**src/rtl/replay_buffer_param.sv**
```systemverilog
// Data-link replay buffer: stores TLPs, serialises them onto the link,
// purges on ACK and replays unacknowledged TLPs on NAK or timer expiry.
//
// Ports:
//   clk, rst               clock, async active-high reset
//   wr_en/wr_data          write one TLP (word 0 in the low bits)
//   wr_ready/wr_seq        room available / sequence number of the next write
//   wr_ovf                 pulse: write dropped because the buffer was full
//   acknak_*               received ACK/NAK DLLP
//   tim_out                replay-timer expiry pulse
//   out_ready/out_valid    link handshake; dout/out_last/out_seq carry the word
//   replay_active          the TLP on dout is a retransmission
//   retrain/ack_err        pulses: replay-count rollover / out-of-range ACK/NAK
//   count                  occupied slots
module replay_buffer_param #(
  parameter int DATA_W    = 16,
  parameter int TLP_WORDS = 10,
  parameter int DEPTH     = 8,
  parameter int SEQ_W     = 12
) (
  input  logic                          clk,
  input  logic                          rst,
  input  logic                          wr_en,
  input  logic [TLP_WORDS*DATA_W-1:0]   wr_data,
  output logic                          wr_ready,
  output logic [SEQ_W-1:0]              wr_seq,
  output logic                          wr_ovf,
  input  logic                          acknak_valid,
  input  logic                          acknak_nak,
  input  logic [SEQ_W-1:0]              acknak_seq,
  input  logic                          tim_out,
  input  logic                          out_ready,
  output logic                          out_valid,
  output logic [DATA_W-1:0]             dout,
  output logic                          out_last,
  output logic [SEQ_W-1:0]              out_seq,
  output logic                          replay_active,
  output logic                          retrain,
  output logic                          ack_err,
  output logic [$clog2(DEPTH+1)-1:0]    count
);

  localparam int CW = $clog2(DEPTH + 1);
  localparam int PW = $clog2(DEPTH);
  localparam int WW = (TLP_WORDS > 1) ? $clog2(TLP_WORDS) : 1;
  localparam int TW = TLP_WORDS * DATA_W;
  localparam logic [WW-1:0] LAST_W = WW'(TLP_WORDS - 1);
  localparam logic [CW-1:0] FULL   = CW'(DEPTH);

  typedef enum logic [1:0] {
    IDLE,
    SEND,
    SEND_PEND
  } state_t;

  state_t state_q, state_d;

  logic [TW-1:0]    mem [DEPTH];
  logic [PW-1:0]    head, head_d, tail, tail_d;
  logic [CW-1:0]    count_q, count_d;
  logic [CW-1:0]    send_off, send_off_d;
  logic [CW-1:0]    sent_cnt, sent_cnt_d;
  logic [WW-1:0]    word_idx, word_idx_d;
  logic [SEQ_W-1:0] next_seq, next_seq_d;
  logic [1:0]       rnum, rnum_d;
  logic             retrain_d, ack_err_d, wr_ovf_d;

  logic             pend, pend_d;
  logic             wr_acc, fire, trig, purge, bad;
  logic [SEQ_W-1:0] head_seq, n_raw;
  logic [CW-1:0]    n, rem, so1, sc1;
  logic [PW-1:0]    rd_ptr;
  logic [TW-1:0]    rd_tlp;

  // The head sequence number is implied: slots hold consecutive numbers
  // ending just below next_seq.
  assign head_seq      = next_seq - SEQ_W'(count_q);
  assign pend          = (state_q == SEND_PEND);
  assign out_valid     = send_off < count_q;
  assign rd_ptr        = head + send_off[PW-1:0];
  assign rd_tlp        = mem[rd_ptr];
  assign dout          = out_valid
                       ? rd_tlp[DATA_W*int'(word_idx) +: DATA_W]
                       : '0;
  assign out_last      = out_valid && (word_idx == LAST_W);
  assign out_seq       = out_valid
                       ? head_seq + SEQ_W'(send_off)
                       : '0;
  assign replay_active = send_off < sent_cnt;
  assign wr_ready      = count_q < FULL;
  assign wr_seq        = next_seq;
  assign count         = count_q;

  always_comb begin
    word_idx_d = word_idx;
    pend_d     = pend;
    so1        = send_off;
    sc1        = sent_cnt;
    retrain_d  = 1'b0;

    wr_acc   = wr_en && wr_ready;
    wr_ovf_d = wr_en && !wr_ready;
    fire     = out_valid && out_ready;

    if (fire) begin
      if (word_idx == LAST_W) begin
        word_idx_d = '0;
        if (send_off + CW'(1) > sent_cnt)
          sc1 = send_off + CW'(1);
        so1    = pend ? '0 : send_off + CW'(1);
        pend_d = 1'b0;
      end else begin
        word_idx_d = word_idx + WW'(1);
      end
    end

    // Only TLPs sent completely before this edge may be acknowledged.
    n_raw     = acknak_seq - head_seq + SEQ_W'(1);
    bad       = acknak_valid && (n_raw != '0)
             && (n_raw > SEQ_W'(sent_cnt));
    purge     = acknak_valid && (n_raw != '0) && !bad;
    n         = purge ? CW'(n_raw) : '0;
    ack_err_d = bad;

    head_d     = head + PW'(n);
    sent_cnt_d = sc1 - n;
    if (so1 >= n) begin
      send_off_d = so1 - n;
    end else begin
      // The TLP in flight was itself acknowledged; restart at the new head.
      send_off_d = '0;
      word_idx_d = '0;
    end

    rnum_d     = purge ? 2'd0 : rnum;
    rem        = count_q - n;
    count_d    = rem + CW'(wr_acc);
    tail_d     = tail + PW'(wr_acc);
    next_seq_d = next_seq + SEQ_W'(wr_acc);

    trig = tim_out || (acknak_valid && acknak_nak && !bad);
    if (rem == '0) begin
      pend_d = 1'b0;
    end else if (trig) begin
      retrain_d = (rnum_d == 2'd3);
      rnum_d    = rnum_d + 2'd1;
      // Mid-TLP the current TLP finishes first; replay starts after it.
      if (word_idx_d == '0) begin
        send_off_d = '0;
        pend_d     = 1'b0;
      end else begin
        pend_d = 1'b1;
      end
    end

    if (pend_d)
      state_d = SEND_PEND;
    else if (send_off_d < count_d)
      state_d = SEND;
    else
      state_d = IDLE;
  end

  always_ff @(posedge clk or posedge rst) begin
    if (rst) begin
      state_q  <= IDLE;
      head     <= '0;
      tail     <= '0;
      count_q  <= '0;
      send_off <= '0;
      sent_cnt <= '0;
      word_idx <= '0;
      next_seq <= '0;
      rnum     <= '0;
      retrain  <= 1'b0;
      ack_err  <= 1'b0;
      wr_ovf   <= 1'b0;
    end else begin
      state_q  <= state_d;
      head     <= head_d;
      tail     <= tail_d;
      count_q  <= count_d;
      send_off <= send_off_d;
      sent_cnt <= sent_cnt_d;
      word_idx <= word_idx_d;
      next_seq <= next_seq_d;
      rnum     <= rnum_d;
      retrain  <= retrain_d;
      ack_err  <= ack_err_d;
      wr_ovf   <= wr_ovf_d;
    end
  end

  always_ff @(posedge clk) begin
    if (wr_acc)
      mem[tail] <= wr_data;
  end

endmodule

```
**config.mk**
```make
export PLATFORM = sky130hd
export DESIGN_NAME = replay_buffer_param
export DESIGN_NICKNAME = d
export VERILOG_FILES = /design/src/rtl/replay_buffer_param.sv
export SDC_FILE = /design/constraint.sdc
export NUM_CORES = 1
export LEC_CHECK = 0
export CAP_MARGIN = 10
export CORE_AREA = 2 2 366 368
export DETAILED_ROUTE_END_ITERATION = 6
export DIE_AREA = 0 0 368 370
export HOLD_SLACK_MARGIN = 0.05
export SLEW_MARGIN = 20
export SYNTH_ARGS = -nofsm -noshare
export SYNTH_HDL_FRONTEND = slang
export SYNTH_SLANG_ARGS = --single-unit
```
**constraint.sdc**
```tcl
create_clock -name clk -period 15.07 [get_ports clk]
set_input_delay 1.507 -clock clk [delete_from_list [all_inputs] [get_ports clk]]
set_output_delay 1.507 -clock clk [all_outputs]
set_load 0.1 [all_outputs]
```
Word level (Yosys, flattened, before mapping)
Memories as Yosys holds them, arrays and structs flattened.
Cells that the tools add are included.
- register bits after elaboration: 41
- bits in latches: 0
- RAM bits: 1280
- bits in read-only memories: 0
- input bits: 179
- word-level logic and storage cells: 84
- memories: 1
- memories (name ; words ; bits a word ; rd ports ; clocked after Yosys merged registers in ; write ports ; line ; text):
    mem ; 8 ; 160 ; 1 ; 0 ; 1 ; 58 ; logic [TW-1:0] mem [DEPTH];
- add/sub/neg operators: 15
- multiply operators: 0
- div/mod/pow operators: 0
- magnitude comparators: 7
- eq/ne operators: 3
- shifts and indexed selects: 1
- muxes and demuxes: 30
- bitwise gates (word level): 0
- reduce and logical (&&, ||, !) cells: 15
- operator list (kind ; number):
    $shiftx 160x9->16 ; 1
    $mux 4 ; 14
    $mux 16 ; 1
    $add 12x1->12 ; 1
    $add 12x1->12 const B ; 1
    $add 12x4->12 ; 1
    $gt 12x4->1 ; 1
    $lt 4x4->1 ; 3
    $mux 12 ; 1
    $reduce_bool 12->1 ; 1
    $sub 12x12->12 ; 1
    $sub 12x4->12 ; 1
    $sub 4x4->4 ; 3
    $mux 1 ; 10
    $logic_and 1x1->1 ; 9
    $add 4x1->4 const B ; 2
    $logic_not 4->1 ; 2
    $mux 2 ; 4
    $add 3x3->3 ; 2
    $add 4x1->4 ; 1
    $eq 2x2->1 const B ; 2
    $eq 4x4->1 const B ; 1
    $ge 4x4->1 ; 1
    $gt 4x4->1 ; 1
    other kinds (5) ; 6

Longest topological paths before layout
Gate-level depths: netlist of the first run.
- depth after elaboration: 18
- mapped depth: 33
- mapped depth without buffers: 33

Worst setup path after synthesis of the first run
OpenSTA, ideal clock, no wires.
- path type: in2reg
- start point: input wr_en
- end point: memory mem[1][0] in the netlist's numbering, enable pin
- arrival: 12718 ps
- required time: 14195 ps
- slack: 1476 ps
- stages: 3
- path through: nor2b_1 nand2_1 nor3_1
- word-level cells in the longest chain between the ends: 3
- ends and longest elaborated chain (item ; line ; text):
    start, declared ; 23 ; input logic wr_en,
    $logic_and 1x1->1 ; 101 ; wr_acc = wr_en && wr_ready;
    $mux 1 ; 195 ; if (wr_acc)
    $mux 1 (implied by the code) ; 196 ; mem[tail] <= wr_data;
    end, declared ; 58 ;
Every way passes these cells.

Worst setup path in the final report of the first run
- start point: register send_off[0]
- end point: output dout[3]
- word-level cells in the longest chain between the ends: 4
- elaborated cells on any way between the ends: 5
- those cells by class: 1 x add/sub; 1 x order compare; 1 x shift; 1 x mux; 1 x memory
- ends and longest elaborated chain (item ; line ; text):
    start, declared ; 61 ; logic [CW-1:0] send_off, send_off_d;
    start signal, assigned ; 183 ; send_off <= send_off_d;
    $add 3x3->3 ; 80 ; assign rd_ptr = head + send_off[PW-1:0];
    $mem_v2 8x160 ; n/a ;
    $shiftx 160x9->16 ; 83 ; ? rd_tlp[DATA_W*int'(word_idx) +: DATA_W]
    $mux 16 (*) ; 83 ;
    end, declared ; 34 ; output logic [DATA_W-1:0] dout,
Mark *: on every way between the ends. The rest lies on a longest branch, timed or not.

==> impl_metrics.json, run 1 <==
{
  "endpoint_kind": "primary output",
  "crit_arrival_ns": 6.81,
  "fin_setup_tns_ns": 0,
  "async_reset_ff_share_pct": 3.10,
  "status": "finished clean",
  "comb_power_share_pct": 44.7,
  "ios": 230,
  "ys_ff_latch": 1321,
  "synth_area_per_cell_um2": 21.9,
  "crit_chain": "ha_4, fa_4, xnor2_2, buf_12, buf_4, buf_4, mux4_2, mux4_2, nand2_1, nand3_1, clkdlybuf4s50_1",
  "drv_cap": 0,
  "die-area_mm2": 0.136,
  "ys_types": 58,
  "swShare_pct": 38.2,
  "num_vias": 25200,
  "max-vdd-ir-drop_v": 0.000409,
  "areaGrowthSynthToFinish_pct": 17.0,
  "reg2reg_slack_ns": 7.61,
  "die_y_um": 370,
  "antenna_left": 0,
  "p_int_w": 0.00878,
  "antenna_found_initial": 44,
  "finalMaxSlewViolations": 0,
  "drt_iter0_drc": 2375,
  "nNetsFinal": 2957,
  "cts_buffers": 139,
  "power_density_mw_per_mm2": 231,
  "clkSlewWorstSetupHoldPaths_ns": 0.06,
  "finalCritPeriodShare_pct": 55.2,
  "grt_max_degree": 132,
  "p_clk_share_pct": 23.0,
  "ys.flop_type": "edfxtp_1",
  "finalSetupViolCount": 0,
  "final_common_cell": "edfxtp_1",
  "rows": 134,
  "path_delay_family": "buffers and inverters",
  "buffer_ports.inserted": 229,
  "avgRoutedWirePerCell_um": 27.1,
  "first_pass_iters": 5,
  "cts_hold_buffers": 0,
  "cts_tree": "done",
  "wirelength_um": 124000,
  "cp_slowest_stage_delay_ns": 1.08,
  "critPathKind": "reg -> out",
  "htree_num_levels": 4,
  "grtUsageTotal_pct": 18.3,
  "post_cts_resized": 0,
  "synth_edf_count": 1280,
  "place_hpwl_um": 71500,
  "place_congestion": 0.799,
  "place_area_mm2": 0.0571,
  "layout_common_cells": "edfxtp_1 (1280), mux4_2 (368), clkdlybuf4s50_1 (226)",
  "netlist_instances": 2401,
  "drive_above_1_share_pct": 22.3,
  "yosys_warnings": 0,
  "syn_area_mm2": 0.0525,
  "drc": 0,
  "path_buf_inv": 4,
  "crit_required_ns": 13.56,
  "worst_pin_slew_ns": 1.23,
  "crit_slowest_cell": "clkdlybuf4s50_1",
  "layout_min_cycle_time_ns": 8.32,
  "relSlewSlack_pct": 17.3,
  "hp-class": "reg -> reg",
  "vias_per_cell": 5.49,
  "overflow": 0,
  "fp.coreArea_mm2": 0.132,
  "syn-num-nets": 2652,
  "rsz0062_at_grt": "false",
  "pwr-share-seq_pct": 32.3,
  "cts_sinks": 1321,
  "p_leak_nw": 19.6,
  "die_w_um": 368,
  "ys_seq_area_share_pct": 75.1,
  "initial_core_util_pct": 39.7,
  "stdcell_area_mm2": 0.0615,
  "fmax_mhz": 120,
  "p_sw_w": 0.00542,
  "root_buffer": "clkbuf_16",
  "grt_pass1_vias": 26100,
  "cts_buffer_depth": 3,
  "startpoint_type": "flip-flop",
  "post_cts_buffers": 0,
  "finalHoldViolCount": 0,
  "grt_pass1_wl_um": 180000,
  "cp_max_fo": 107,
  "finClkSkew_ns": 0.0288,
  "insertion_delay_ns": 0.76
}
cell usage after synthesis, types with 13 or more instances:
master     instances  area (µm²)
o21ai_0           31         155
buf_1             32         120
inv_1             47         176
a21oi_1           18        90.1
edfxtp_1        1280       38400
nand2_1           78         293
dfrtp_1           41        1030
clkbuf_1          60         225
ha_1              64         801
a221oi_1          16         140
nand3_1           25         125
nor2_1            52         195
xnor2_1           29         254
buf_2             16        80.1
mux2i_1           67         671
o2111ai_1         16         140
mux4_2           368        8290
xor2_1            31         272
a21o_1            13        97.6
layer usage:
layer,part of all wire [%],vias to the layer above,GRT usage [%]
met2,48,825,29.1
met3,8.3,220,5.60
met1,41,13400,24.5
met4,2.0,56,5.32
met5,0.28,-,0
li1,-,10700,-
state kept, by name, summed over array words and instances, names as in the netlist, 2 cells and up:
signal and cells:
count 4, head 3, mem 1280, rnum 2
send_off 4, sent_cnt 4, state_q 2, tail 3
word_idx 4, wr_seq 12
power by group through the flow:
stage	sequential, W	clock [W]	combinational, W
after detailed placement	0.00466	0	0.00643
after global routing	0.00461	0.00348	0.00676
after global placement	0.00464	0	0.00638
after floorplan	0.00480	0	0.00456
after CTS	0.00459	0.00334	0.00645
final	0.00458	0.00326	0.00635
area by class of cell:
type	count	area, µm²
tap	1768	2210
clock inverter	67	589
inverter	48	180
sequential	1321	39500
antenna	7	17.5
fill	11000	71000
clock buffer	178	3750
multi-input combinational	924	12600
timing repair buffer	272	2700
metrics by stage:
| step | util [%] | instances | power [W] | hold WS, ns | worst slack [ns] |
|---|---|---|---|---|---|
| finish | 46.4 | 4585 | 0.0142 | 0.533 | 6.75 |
| global route | 46.4 | 4582 | 0.0149 | 0.563 | 6.41 |
| CTS | 46.4 | 4578 | 0.0144 | 0.547 | 6.60 |
| detailed placement | 43.1 | 4333 | 0.0111 | 0.536 | 7.06 |
| global placement | 43.1 | 4333 | 0.0110 | 0.513 | 7.14 |
| floorplan | - | 2401 | 0.00936 | 0.485 | 1.48 |
cell families after synthesis:
kind of cell | after synthesis | synth area share (%)
XOR/XNOR | 62 | 1.06
AO/OA/AOI/OAI | 120 | 1.60
multiplexers | 437 | 17.1
flip-flops | 1321 | 75.1
adder cells (fa/ha/maj) | 72 | 1.83
AND/OR/NAND/NOR | 233 | 2.15
buffers and inverters | 156 | 1.15
final timing paths:
path | start | endpoint | cells past startpoint
max | send_off[0] | dout[3] | 11
min in group asynchronous | rst | wr_ovf | 3
min reg2reg | wr_seq[11] | wr_seq[11] | 1
min | wr_seq[11] | wr_seq[11] | 1
max reg2reg | count[0] | state_q[0] | 29
max in group asynchronous | rst | word_idx[0] | 3
Power figures use the tool's default switching activity.
==> run 2: changes to the inputs <==
- clock period: 15.07 -> 7.55 ns (I/O delays scaled with it)
==> impl_metrics.json, run 2 (synthesis results as in run 1) <==
{
  "max-vdd-ir-drop_v": 0.000841,
  "insertion_delay_ns": 0.76,
  "crit_slowest_cell": "fa_1",
  "grtUsageTotal_pct": 18.7,
  "cp_slowest_stage_delay_ns": 0.46,
  "crit_arrival_ns": 7.66,
  "fillCellCount": 10900,
  "areaGrowthSynthToFinish_pct": 17.3,
  "antenna_found_initial": 41,
  "die_w_um": 368,
  "hp-class": "reg -> reg",
  "finalCritPeriodShare_pct": 92.7,
  "finalHoldViolCount": 0,
  "cts_sinks": 1321,
  "register_area_mm2": 0.0395,
  "finClkSkew_ns": 0.0222,
  "layout_common_cells": "edfxtp_1 (1280), mux4_2 (368), clkdlybuf4s50_1 (214)",
  "cp_max_fo": 6,
  "regMostFlops": "mem",
  "clkSlewWorstSetupHoldPaths_ns": 0.05,
  "place_congestion": 0.785,
  "path_common_cell": "ha_1",
  "antenna_left": 0,
  "relSlewSlack_pct": 26.5,
  "final_common_cell": "edfxtp_1",
  "rows": 134,
  "first_pass_iters": 5,
  "swShare_pct": 38.6,
  "stdcell_area_mm2": 0.0616,
  "num_vias": 25200,
  "p_leak_nw": 19.6,
  "fp.coreArea_mm2": 0.132,
  "finalSetupViolCount": 0,
  "multiInputGateArea_mm2": 0.0126,
  "avgRoutedWirePerCell_um": 27.3,
  "cts_buffer_depth": 3,
  "critPathKind": "reg -> reg",
  "hold_slack_ns": 0.543,
  "endpoint_kind": "flip-flop",
  "drc": 0,
  "initial_core_util_pct": 39.7,
  "drive_above_1_share_pct": 23.4,
  "startpoint_type": "flip-flop",
  "comb_power_share_pct": 45.4,
  "power_density_mw_per_mm2": 461,
  "finalMaxSlewViolations": 0,
  "pwr-share-seq_pct": 32.2,
  "p_int_w": 0.0175,
  "worst_pin_slew_ns": 1.10,
  "p_sw_w": 0.0110,
  "total_power_w": 0.0284,
  "die_y_um": 370,
  "largest_reg_flops": 1280,
  "status": "finished clean",
  "cts_tree": "done",
  "place_hpwl_um": 74600,
  "drt_iter0_drc": 2277,
  "rsz0062_at_grt": "false",
  "p_clk_share_pct": 22.4,
  "buffer_ports.inserted": 229,
  "die-area_mm2": 0.136,
  "layout_min_cycle_time_ns": 7.00,
  "root_buffer": "clkbuf_16",
  "wirelength_um": 126000,
  "ios": 230,
  "crit_required_ns": 8.21,
  "htree_num_levels": 4,
  "grt_pass1_wl_um": 184000,
  "nNetsFinal": 2974,
  "vias_per_cell": 5.46,
  "grt_max_degree": 102,
  "place_area_mm2": 0.0574,
  "drv_cap": 0,
  "grt_pass1_vias": 26800,
  "cts_buffers": 138,
  "overflow": 0,
  "fmax_mhz": 143
}
-- run 2: final cells by class --
class / count / share of cell area, %
antenna: 13 / 0.0528
tap: 1768 / 3.59
inverter: 48 / 0.294
sequential: 1321 / 64.0
clock buffer: 175 / 5.93
timing repair buffer: 290 / 4.72
clock inverter: 68 / 0.909
multi-input combinational: 924 / 20.5
-- run 2: power by group through the flow --
stage | registers (W) | logic (W) | clock network [W]
after detailed placement | 0.00930 | 0.0130 | 0
final | 0.00914 | 0.0129 | 0.00637
after floorplan | 0.00954 | 0.00910 | 0
after global routing | 0.00920 | 0.0137 | 0.00681
after CTS | 0.00915 | 0.0131 | 0.00652
after global placement | 0.00924 | 0.0128 | 0
-- run 2: final timing paths --
check                           startpoint     endpoint  slack, ns  cells after the start
min in group asynchronous              rst  sent_cnt[3]       0.65                      2
worst min-delay path             wr_seq[0]    wr_seq[0]       0.54                      1
max in group asynchronous              rst  word_idx[0]       6.31                      2
worst max register to register    count[1]   state_q[0]       0.55                     30
worst min register to register   wr_seq[0]    wr_seq[0]       0.54                      1
worst max-delay path              count[1]   state_q[0]       0.55                     30
-- run 2: worst max-delay path: cells and delay by family, from the launching register on --
kind / cells / cell delay [ns]
flip-flops: 1 / 0.43
adder cells (fa/ha/maj): 5 / 1.49
buffers and inverters: 2 / 0.34
AND/OR/NAND/NOR: 10 / 1.77
XOR/XNOR: 2 / 0.48
AO/OA/AOI/OAI: 11 / 2.37
-- run 2: metal layers --
metal / track usage [%] / vias up / part of all wire (%)
li1: - / 10700 / -
met1: 25.1 / 13400 / 42
met2: 29.7 / 780 / 48
met3: 5.16 / 205 / 7.5
met4: 5.97 / 38 / 2.4
met5: 0 / - / 0.20
-- run 2: through the flow --
step	setup TNS (ns)	instances	setup WS (ns)	utilization (%)
2_1_floorplan	-1256.49	2401	-1.14	-
3_3_place_gp	0	4351	0.615	43.3
3_5_place_dp	0	4351	0.460	43.3
4_1_cts	0	4594	0.431	46.5
5_1_grt	0	4603	0.0324	46.5
6_report	0	4607	0.550	46.5
-- run 2: repair_timing --
item                       4_1_cts  5_1_grt
setup buffers                    0        0
setup endpoints to repair        0        1
hold buffers                     0        0
gates resized for setup          0        5
==> RTL change, RTL diff (flow settings as in run 2) <==
Encoding of `state_t`: now one-hot (3 bits for 3 states).
--- a/src/rtl/replay_buffer_param.sv
+++ b/src/rtl/replay_buffer_param.sv
@@ -49,6 +49,6 @@
 
-  typedef enum logic [1:0] {
-    IDLE,
-    SEND,
-    SEND_PEND
+  typedef enum logic [2:0] {
+    IDLE      = 3'b001,
+    SEND      = 3'b010,
+    SEND_PEND = 3'b100
   } state_t;
Function: same outputs for any inputs over 4 cycles, from zero or initial values and one cycle with rst high; so few cycles prove little.
==> RTL change against run 2 <==
Wire length shrank 3.4%; synthesized area hardly changed; setup slack lost 0.24 ns; clock skew shrank 0.0050 ns; sequential power hardly changed; power is 4.2% lower; die area stayed put; largest cell class unchanged; final area rose by 0.56%; sequential cell count up 1; combinational power shrank 11%; critical path type unchanged; final cell count shrank 1.3%.
==> RTL change: results (changes against run 2) <==
Status
  – Status: finished, final reports clean (unchanged)

Clocking
  – Num CTS Buffers: 140 (was 138)
  – H-tree levels: 4 (unchanged)
  – Clock transition at path regs: 0.07 ns (was 0.05 ns)
  – Maximum clock path buffer count: 3 (unchanged)

Global routing
  – Met2 usage: 29.65% (was 29.70%)
  – Initial antenna violation count: 34 (was 41)
  – Pin count of the biggest net entering global routing: 135 (was 102)
  – Global-route wire length before repair: 178,300 um (was 183,600 um)
  – Vias in the first global route: 26,059 (was 26,800)
  – GRT Overall Usage: 18.00% (was 18.70%)

Worst setup path
  – Worst R2R Setup Slack: 0.31 ns (was 0.55 ns)
  – Worst setup path end: state_q[1] (was state_q[0])
  – Slowest-stage cell, CP: or4_1 (was fa_1)
  – RR Startpoint: wr_seq[0] (was count[1])
  – Worst Path Max Fanout: 5 (was 6)

Place
  – Routability cong.: 0.8287 (was 0.7852)
  – Dpl hpwl: 69,360 um (was 74,620 um)

Power and ir drop
  – Switching Fraction: 37.38% (was 38.57%)
  – Cell leakage power: 19.87 nW (was 19.65 nW)
  – Maximum vdd drop: 0.7413 mV (was 0.8412 mV)

Timing
  – Post-Route Skew: 0.01715 ns (was 0.02218 ns)
  – Worst rel slew slack: 21.36% (was 26.50%)

Logic synthesis
  – Synth Net Count: 2,588 (was 2,652)
  – Synth cell types: 63 (was 58)
  – Asr flop ratio synth: 3.177% (was 3.104%)
  – Sequential element share of the synthesized area: 75.20% (was 75.10%)
  – Top post-synthesis cells by area: edfxtp_1 (73%), mux4_2 (17%), dfrtp_1 (2.0%) (was edfxtp_1 (73%), mux4_2 (16%), dfrtp_1 (2.0%))

Routing
  – Final wirelength: 121,700 um (was 126,000 um)

Cells and area
  – Final net count: 2,916 (was 2,974)
  – Share of cells above drive strength 1: 25.43% (was 23.35%)
[RTL change: cell types whose count changed in the layout (fill, tap and decap cells not counted), sizes merged, moves of 16 or more]
| cell | change |
|---|---|
| mux2i | -48 |
| nand2 | -20 |
| a221oi | -17 |
| a21oi | +37 |
| mux4 | +32 |
| nor2 | -16 |
| nand3 | -16 |
| o2111ai | -16 |
[RTL change: metrics by stage]
step                      setup slack, ns  setup TNS [ns]  instances  hold WS, ns  cell area, sq um
final                              0.3132               0       4548       0.5230             61980
after global routing             -0.02460        -0.02460       4541       0.5586             61970
after CTS                         0.03410               0       4534       0.5276             61800
after detailed placement         -0.08841        -0.09242       4283       0.5158             57330
after global placement             0.3034               0       4283       0.5091             57330
after floorplan                    -1.140        -1257.63       2337       0.4850             52530
[RTL change: worst max-delay path: cells and delay by family, from the launching register on]
kind | cells | cell delay [ns]
compound gates | 7 | 1.83
xor+xnor | 4 | 0.84
fa+ha+maj | 6 | 1.81
buf+inv | 2 | 0.20
flops | 1 | 0.37
simple gates | 11 | 2.07
[RTL change: power groups by stage]
stage / clock network, W / registers (W) / logic [W]
5_1_grt: 0.00707 / 0.00917 / 0.0122
3_5_place_dp: 0 / 0.00927 / 0.0113
3_3_place_gp: 0 / 0.00922 / 0.0112
4_1_cts: 0.00679 / 0.00912 / 0.0114
2_1_floorplan: 0 / 0.00953 / 0.00768
6_report: 0.00662 / 0.00911 / 0.0115
[RTL change: worst min path at each step]
stage / startpoint / endpoint / slack (ns) / cells after the start
after floorplan: head[0] / head[0] / 0.49 / 1
after global placement: tail[0] / tail[0] / 0.51 / 1
after detailed placement: tail[0] / tail[0] / 0.52 / 1
after CTS: tail[0] / tail[0] / 0.53 / 1
after global routing: wr_seq[0] / wr_seq[0] / 0.56 / 1
final: tail[0] / tail[0] / 0.52 / 1
[RTL change: kinds of logic after synthesis]
group,Yosys count,synth area share [%]
buffers and inverters,151,1.110
muxes,421,17.56
and+or+nand+nor,186,1.830
DFF,1322,75.20
adders and majority gates,72,1.830
xor gates and xnor gates,62,1.048
AOI/OAI and AO/OA,123,1.427
[RTL change: what timing repair did]
| item | 4_1_cts | 5_1_grt |
|---|---|---|
| setup endpoints to repair | 2 | 2 |
| resized for setup | 4 | 24 |
| cloned | 0 | 0 |
| buffers inserted | 2 | 6 |
| pin swaps | 1 | 7 |
[RTL change: final cells by class]
type / instances / area (sq um)
fillers: 10815 / 70470
flip-flops and latches: 1322 / 39500
multi-input cells: 864 / 12680
clock buffers: 177 / 3834
repair buffers: 291 / 2965
well taps: 1768 / 2212
clock inverters: 72 / 601.8
inverters: 46 / 172.7
diodes: 8 / 20.02
[RTL change: routing by layer]
layer | share of wire, % | vias up
met2 | 49 | 734
met1 | 42 | 13336
li1 | - | 10515
met4 | 1.9 | 36
met3 | 7.0 | 186
met5 | 0.18 | -
